**src/rtl/ssd_scan_ctrl.sv**
```systemverilog
// rtl/ssd_scan_ctrl.sv - multiplexed seven-segment scan controller with frame-synchronous double buffering
// Slot timing comes from a free-running prescaler; each slot opens with an anti-ghosting blank window.

module ssd_scan_ctrl #(
    parameter int NUM_DIGITS    = 8,
    parameter int SCAN_DIV_BITS = 18,
    parameter int GHOST_CYCLES  = 256
) (
    input  logic                      ClkPort,
    input  logic                      Reset,
    input  logic                      load,
    input  logic [4*NUM_DIGITS-1:0]   value_in,
    input  logic [NUM_DIGITS-1:0]     dp_in,
    input  logic [NUM_DIGITS-1:0]     digit_en,
    input  logic                      lz_blank,
    output logic [NUM_DIGITS-1:0]     anodes,
    output logic [7:0]                cathodes,
    output logic                      frame_tick
);

    localparam int IDX_W = (NUM_DIGITS > 1) ? $clog2(NUM_DIGITS) : 1;
    localparam logic [IDX_W-1:0]         LAST_IDX = IDX_W'(NUM_DIGITS - 1);
    localparam logic [SCAN_DIV_BITS-1:0] GHOST    = SCAN_DIV_BITS'(GHOST_CYCLES);

    typedef enum logic {
        BLANK = 1'b0,
        DRIVE = 1'b1
    } state_t;

    // cnt restarts at 0, so the slot opens blanked unless the dead time is zero
    localparam state_t START_STATE = (GHOST_CYCLES > 0) ? BLANK : DRIVE;

    logic [SCAN_DIV_BITS-1:0] cnt;
    logic [SCAN_DIV_BITS-1:0] cnt_next;
    logic [IDX_W-1:0]         idx;
    logic                     slot_end;
    logic                     frame_end;

    logic [4*NUM_DIGITS-1:0]  pend_value;
    logic [NUM_DIGITS-1:0]    pend_dp;
    logic [NUM_DIGITS-1:0]    pend_en;
    logic                     pend_valid;
    logic [4*NUM_DIGITS-1:0]  disp_value;
    logic [NUM_DIGITS-1:0]    disp_dp;
    logic [NUM_DIGITS-1:0]    disp_en;

    state_t                   state;
    state_t                   state_next;
    logic [NUM_DIGITS-1:0]    lz_sup;
    logic                     zero_run;
    logic                     digit_off;
    logic [3:0]               nibble;
    logic [NUM_DIGITS-1:0]    anodes_d;
    logic [7:0]               cathodes_d;

    function automatic logic [6:0] seg7(input logic [3:0] n);
        case (n)
            4'h0:    seg7 = 7'b0000001;
            4'h1:    seg7 = 7'b1001111;
            4'h2:    seg7 = 7'b0010010;
            4'h3:    seg7 = 7'b0000110;
            4'h4:    seg7 = 7'b1001100;
            4'h5:    seg7 = 7'b0100100;
            4'h6:    seg7 = 7'b0100000;
            4'h7:    seg7 = 7'b0001111;
            4'h8:    seg7 = 7'b0000000;
            4'h9:    seg7 = 7'b0000100;
            4'hA:    seg7 = 7'b0001000;
            4'hB:    seg7 = 7'b1100000;
            4'hC:    seg7 = 7'b0110001;
            4'hD:    seg7 = 7'b1000010;
            4'hE:    seg7 = 7'b0110000;
            default: seg7 = 7'b0111000;
        endcase
    endfunction

    assign cnt_next  = cnt + 1'b1;
    assign slot_end  = &cnt;
    assign frame_end = slot_end && (idx == LAST_IDX);

    always_ff @(posedge ClkPort or posedge Reset) begin
        if (Reset) begin
            cnt <= '0;
            idx <= '0;
        end else begin
            cnt <= cnt_next;
            if (slot_end) begin
                idx <= (idx == LAST_IDX) ? '0 : idx + 1'b1;
            end
        end
    end

    // A load on the boundary cycle bypasses pending so it is not delayed a whole frame
    always_ff @(posedge ClkPort or posedge Reset) begin
        if (Reset) begin
            pend_value <= '0;
            pend_dp    <= '0;
            pend_en    <= '0;
            pend_valid <= 1'b0;
            disp_value <= '0;
            disp_dp    <= '0;
            disp_en    <= '0;
        end else if (frame_end) begin
            pend_valid <= 1'b0;
            if (load) begin
                disp_value <= value_in;
                disp_dp    <= dp_in;
                disp_en    <= digit_en;
            end else if (pend_valid) begin
                disp_value <= pend_value;
                disp_dp    <= pend_dp;
                disp_en    <= pend_en;
            end
        end else if (load) begin
            pend_value <= value_in;
            pend_dp    <= dp_in;
            pend_en    <= digit_en;
            pend_valid <= 1'b1;
        end
    end

    always_comb begin
        zero_run = 1'b1;
        lz_sup   = '0;
        for (int i = NUM_DIGITS - 1; i >= 0; i--) begin
            zero_run = zero_run & (disp_value[4*i +: 4] == 4'h0);
            if (i > 0) begin
                lz_sup[i] = zero_run & lz_blank;
            end
        end
    end

    assign nibble    = disp_value[{idx, 2'b00} +: 4];
    assign digit_off = !disp_en[idx] || lz_sup[idx];

    always_ff @(posedge ClkPort or posedge Reset) begin
        if (Reset) begin
            state <= START_STATE;
        end else begin
            state <= state_next;
        end
    end

    always_comb begin
        state_next = state;
        anodes_d   = '1;
        cathodes_d = '1;
        case (state)
            BLANK:   if (cnt_next >= GHOST) state_next = DRIVE;
            DRIVE:   if (cnt_next < GHOST)  state_next = BLANK;
            default: state_next = BLANK;
        endcase
        if (state == DRIVE && !digit_off) begin
            anodes_d[idx] = 1'b0;
            cathodes_d    = {seg7(nibble), ~disp_dp[idx]};
        end
    end

    always_ff @(posedge ClkPort or posedge Reset) begin
        if (Reset) begin
            anodes     <= '1;
            cathodes   <= '1;
            frame_tick <= 1'b0;
        end else begin
            anodes     <= anodes_d;
            cathodes   <= cathodes_d;
            frame_tick <= frame_end;
        end
    end

endmodule

```
**config.mk**
```make
export PLATFORM = sky130hd
export DESIGN_NAME = ssd_scan_ctrl
export DESIGN_NICKNAME = d
export VERILOG_FILES = /design/src/rtl/ssd_scan_ctrl.sv
export SDC_FILE = /design/constraint.sdc
export NUM_CORES = 1
export LEC_CHECK = 0
export CORE_MARGIN = 2
export CORE_UTILIZATION = 51
export CTS_BUF_LIST = sky130_fd_sc_hd__clkbuf_16
export DETAILED_ROUTE_END_ITERATION = 10
export GPL_ROUTABILITY_DRIVEN = 0
export PLACE_DENSITY = 0.76
export SLEW_MARGIN = 15
export SYNTH_ARGS = -nofsm -noshare
export SYNTH_HDL_FRONTEND = slang
export SYNTH_SLANG_ARGS = --single-unit
```
**constraint.sdc**
```tcl
create_clock -name ClkPort -period 4.4 [get_ports ClkPort]
set_input_delay 0.88 -clock ClkPort [delete_from_list [all_inputs] [get_ports ClkPort]]
set_output_delay 0.88 -clock ClkPort [all_outputs]
set_load 0.02 [all_outputs]
```
==> results of run 1 <==
-- cell type report --
class | count | area, µm² | share of cell area
clock buffer | 17 | 425.4 | 0.05457
clock inverter | 15 | 110.1 | 0.01412
inverter | 12 | 48.80 | 0.006259
multi-input combinational | 374 | 2820 | 0.3617
sequential | 136 | 3423 | 0.4391
tap | 172 | 215.2 | 0.02760
timing repair buffer | 75 | 753.2 | 0.09661
-- flip-flops by register name (all words and copies together) (netlist names), 3 cells and up --
signal      count
disp_value     32
cnt            18
cathodes        8
disp_dp         8
anodes          8
disp_en         8
idx             3
pend_value     32
pend_en         8
pend_dp         8
-- worst min path at each step --
stage                     endpoint  slack [ps]  cells after the start
floorplan               pend_valid         460                      2
global placement    pend_value[29]         490                      1
detailed placement  pend_value[18]         490                      1
CTS                 pend_value[18]         500                      1
global route        pend_value[23]         520                      1
finish                  pend_en[4]         500                      1
-- critical path, cell delays in order, from the launching register on --
cell and delay (ps):
dfrtp_1 850, ha_1 280, ha_1 180, nand4_1 250
o21ai_4 760, buf_12 280, mux2_2 350
-- cell usage in the layout, fill, tap and decap left out, types with 4 or more instances in the layout --
cell type	netlist	final
dfrtp_1	120	120
clkdlybuf4s50_1	0	67
mux2i_1	61	61
nor2_1	60	60
a21oi_1	53	53
mux2_2	52	52
nand3_1	25	25
inv_1	12	20
nand2_1	19	19
clkbuf_16	0	17
dfstp_2	16	16
xnor2_1	11	11
ha_1	9	9
nor3_1	7	7
xor2_1	6	6
and2_1	5	5
o21ai_0	5	5
nor4_1	5	5
mux4_2	5	5
buf_4	7	5
nand4_1	4	4
and3_1	4	4
or4_1	4	4
a211oi_1	4	4
-- metal layers --
metal	up-vias	track usage	routed length [µm]
met5	-	0	0
met4	0	0.09206	269
met3	21	0.05501	611
met2	108	0.3349	6578
met1	2193	0.2982	6162
li1	2100	-	-
-- report_power, final --
part	total (mW)	internal [mW]	switching (mW)
Sequential	1.32	1.30	0.0217
Clock	1.29	0.805	0.480
Combinational	0.194	0.108	0.0862
Total	2.80	2.21	0.588
-- kinds of logic (layout without fill, tap and decap cells) --
kind of cell	Yosys count	count (layout)	synth area share
simple gates	146	146	0.1117
flops	136	136	0.5316
mux	118	118	0.2032
compound gates	84	84	0.07966
buf+inv	43	119	0.03322
xor+xnor	17	17	0.02312
fa+ha+maj	9	9	0.01749
==> flow_metrics.env, run 1 <==
export IMPL_coreArea_um2=12470
export IMPL_rrSetupSlack_ps=1290
export IMPL_ys_seq_area_frac=0.5316
export IMPL_post_route_drc_count=0
export IMPL_grt_pass1_vias=4405
export IMPL_slew_headroom=0.4194
export IMPL_skew_ps=7.558
export IMPL_wire_per_inst_um=17.01
export IMPL_placed_cells=769
export IMPL_fillerInstances=954
export IMPL_synthArstFlopShare=1.000
export IMPL_r2r_end="pend_dp[5]"
export IMPL_syn_nets=614
export IMPL_antenna_found_initial=0
export IMPL_p_per_area_nw_per_um2=358.9
export IMPL_rsz0062_at_grt="no"
export IMPL_synthToLayoutAreaGrowth_pct=21.06
export IMPL_postRouteAntennaNets=0
export IMPL_dp_slack_ps=1255
export IMPL_cp_startpoint="idx[1]"
export IMPL_htreeDepth=4
export IMPL_synth_flop_cell="dfrtp_1"
export IMPL_clkSinkCount=136
export IMPL_finalCriticalPeriod_ps=3112
export IMPL_p_leak_nw=3.506
export IMPL_grt_ovfl_total=0
export IMPL_cts_made_buffers=17
export IMPL_total_power_mw=2.798
export IMPL_num_rows=41
export IMPL_syn_area_um2=6440
export IMPL_die_x_um=116.4
export IMPL_ir_worst_vdd_uv=246.0
export IMPL_drtIter0Drc=372
export IMPL_end_kind="flop"
export IMPL_place_area_um2=7261
export IMPL_die_area_um2=13540
export IMPL_initial_core_util=0.5166
export IMPL_clock_latency_ps=410
export IMPL_r2r_start="idx[1]"
export IMPL_grt_total_usage=0.2184
export IMPL_hold_viol_final=0
export IMPL_fin_tns_setup_ps=0
export IMPL_tightest_slew_ps=867.6
export IMPL_final_net_count=677
export IMPL_cts_root_buf="clkbuf_16"
export IMPL_max_freq_mhz=321.4
export IMPL_critPathMaxFanout=25
export IMPL_die_h_um=116.4
export IMPL_status="complete, no violations"
export IMPL_rr_worst_depth=6
export IMPL_cp_endpoint="pend_dp[5]"
export IMPL_drive_gt1_frac=0.1717
export IMPL_routed_wl_mm=13.62
export IMPL_synthDistinctLibCells=50
export IMPL_design_area_um2=7796
export IMPL_dpl_hpwl_mm=9.377
export IMPL_diodes=0
export IMPL_layout_setup_ws_ps=1288
export IMPL_stdcell_count=801
export IMPL_synth_edf_count=0
export IMPL_synthTopCellsByArea="dfrtp_1 (47%), mux2i_1 (9.5%), mux2_2 (9.1%), dfstp_2 (6.5%), a21oi_1 (4.1%)"
export IMPL_arrival_ps=3410
export IMPL_whs_ps=500.7
export IMPL_io_pins=69
export IMPL_detail_route_first_pass_iterations=4
export IMPL_hold_buffers=0
export IMPL_via_count=4422
export IMPL_critPathKind="flop to flop"
export IMPL_finalCritPeriodShare=0.7072
export IMPL_synth_common_cells="dfrtp_1 (120), mux2i_1 (61), nor2_1 (60)"
export IMPL_postSynthAreaPerCell_um2=11.65
export IMPL_grt_max_degree=68
export IMPL_utilization=0.6254
export IMPL_cp_required_ps=4690
export IMPL_hp_class="flop to flop"
export IMPL_report_final_setup_viol=0
export IMPL_clk_pin_slew_ps=60
export IMPL_viasPerCell=5.521
export IMPL_synth_top_area_cell="dfrtp_1"
export IMPL_cts_tree="yes"
export IMPL_startpoint_type="flop"
export IMPL_drv_slew=0
export IMPL_io_buffers=68
export IMPL_max_cap_violations=0
export IMPL_synthesis_instances=553
export IMPL_synth_top_area_frac=0.4663
export IMPL_min_delay_start="pend_en[4]"
export IMPL_cts_resized=0
export IMPL_ys_warn_count=0
export IMPL_grt_pass1_wl_mm=22.40
export IMPL_clockBufferDepth=2
export IMPL_synth_most_common_cell="dfrtp_1"
export IMPL_cts_setup_buffers=0
export IMPL_synth_seq_cells=136
No activity file was read; power rests on OpenSTA's default activity.
==> inputs of run 2 (changes only) <==
- CORE_UTILIZATION: 51 -> 57
- PLACE_DENSITY: 0.76 -> 0.8
- clock period: 4.4 -> 2.9 ns (I/O delays scaled with it)
==> run 2 against run 1 <==
Against the previous run:
- via count rose by 0.77%
- core utilization rose by 8.8 points
- sequential cell count did not move
- total power rose by 53%
- routed wire length fell by 3.3%
- combinational power rose by 52%
- die area fell by 10%
- largest power group unchanged
==> flow_metrics.env, run 2 (synthesis gave the netlist of run 1 again) <==
export IMPL_hold_buffers=0
export IMPL_grt_total_usage=0.2383
export IMPL_viasPerCell=5.765
export IMPL_place_area_um2=7251
export IMPL_design_area_um2=7799
export IMPL_startpoint_type="flop"
export IMPL_fillerInstances=794
export IMPL_rsz0062_at_grt="no"
export IMPL_hold_viol_final=0
export IMPL_dp_slack_ps=347.6
export IMPL_clkSinkCount=136
export IMPL_whs_path_depth=1
export IMPL_top_regs="disp_value: 32 flops, pend_value: 32 flops, cnt: 18 flops"
export IMPL_synthToLayoutAreaGrowth_pct=21.10
export IMPL_clockBufferDepth=2
export IMPL_cts_root_buf="clkbuf_16"
export IMPL_num_rows=38
export IMPL_hold_end="cnt[0]"
export IMPL_cts_resized=0
export IMPL_clk_pin_slew_ps=60
export IMPL_max_cap_violations=0
export IMPL_wire_per_inst_um=17.04
export IMPL_status="complete, no violations"
export IMPL_detail_route_first_pass_iterations=5
export IMPL_io_buffers=68
export IMPL_grt_ovfl_total=0
export IMPL_multi_input_area_um2=2820
export IMPL_postRouteAntennaNets=0
export IMPL_finalCriticalPeriod_ps=2609
export IMPL_layout_common_cells="dfrtp_1 (120), clkdlybuf4s50_1 (67), mux2i_1 (61)"
export IMPL_min_delay_start="cnt[0]"
export IMPL_final_net_count=681
export IMPL_path_cells="mux2i_1, mux4_2, o21a_1, ha_1, inv_1, a21oi_1, a211oi_1, o21ai_0"
export IMPL_total_power_mw=4.295
export IMPL_layout_setup_ws_ps=291.3
export IMPL_drive_gt1_frac=0.1864
export IMPL_post_route_drc_count=0
export IMPL_cts_setup_buffers=0
export IMPL_finalCritPeriodShare=0.8996
export IMPL_cts_made_buffers=17
export IMPL_max_freq_mhz=383.3
export IMPL_drv_slew=0
export IMPL_tightest_slew_ps=798.0
export IMPL_layout_commonest_cell="dfrtp_1"
export IMPL_drtIter0Drc=291
export IMPL_critical_path_slowest_cell="dfrtp_1"
export IMPL_die_h_um=110.3
export IMPL_critPathKind="flop to flop"
export IMPL_r2r_end="cathodes[4]"
export IMPL_routed_wl_mm=13.17
export IMPL_grt_pass1_vias=4431
export IMPL_hp_class="flop to flop"
export IMPL_fin_tns_setup_ps=0
export IMPL_end_kind="flop"
export IMPL_grt_max_degree=61
export IMPL_grt_pass1_wl_mm=21.82
export IMPL_rr_worst_depth=8
export IMPL_cp_startpoint="idx[2]"
export IMPL_p_leak_nw=3.509
export IMPL_io_pins=69
export IMPL_cp_slowest_stage_delay_ps=860
export IMPL_seq_area_um2=3423
export IMPL_arrival_ps=2930
export IMPL_die_area_um2=12160
export IMPL_cts_tree="yes"
export IMPL_rrSetupSlack_ps=290
export IMPL_placed_cells=741
export IMPL_critPathMaxFanout=22
export IMPL_clock_latency_ps=410
export IMPL_slew_headroom=0.4680
export IMPL_diodes=0
export IMPL_htreeDepth=4
export IMPL_cp_required_ps=3220
export IMPL_r2r_start="idx[2]"
export IMPL_skew_ps=8.122
export IMPL_initial_core_util=0.5889
export IMPL_coreArea_um2=10940
export IMPL_report_final_setup_viol=0
export IMPL_antenna_found_initial=0
export IMPL_p_per_area_nw_per_um2=550.7
export IMPL_stdcell_count=773
export IMPL_die_x_um=110.3
export IMPL_dpl_hpwl_mm=9.130
export IMPL_ir_worst_vdd_uv=539.0
export IMPL_via_count=4456
-- run 2: worst max-delay path by stage --
stage	depth (start not counted)	end	slack, ps
after floorplan	9	cathodes[4]	580
after global placement	5	pend_value[15]	490
after detailed placement	8	cathodes[4]	350
after CTS	8	cathodes[4]	330
after global routing	8	cathodes[4]	100
final	8	cathodes[4]	290
-- run 2: worst max-delay path, delay by kind of cell, from the launching register on --
kind	cells	cell delay, ps
adder cells (fa/ha/maj)	1	240
flip-flops	1	860
buffers and inverters	1	110
multiplexers	2	680
AO/OA/AOI/OAI	4	620
-- run 2: stage by stage --
stage | hold slack (ps) | util
final | 492.3 | 0.7132
after global routing | 515.9 | 0.7132
after CTS | 497.2 | 0.7132
after detailed placement | 490.3 | 0.6630
after global placement | 485.6 | 0.6630
after floorplan | 456.3 | -
-- run 2: layout make-up --
class / instances / area share
inverter: 12 / 0.006257
sequential: 136 / 0.4390
timing repair buffer: 79 / 0.1004
multi-input combinational: 374 / 0.3616
clock inverter: 15 / 0.01572
clock buffer: 17 / 0.05455
tap: 140 / 0.02246
-- run 2: routing by layer --
layer	share of wire	GRT usage	vias to the layer above
met4	0.013	0.07321	0
li1	-	-	2114
met3	0.053	0.05938	12
met5	0	0	-
met1	0.43	0.3185	2205
met2	0.50	0.3865	125
-- run 2: report_power, final --
part,internal (mW),total [mW],switching (mW)
Sequential,1.97,2.00,0.0332
Clock,1.23,2.00,0.766
Combinational,0.165,0.294,0.129
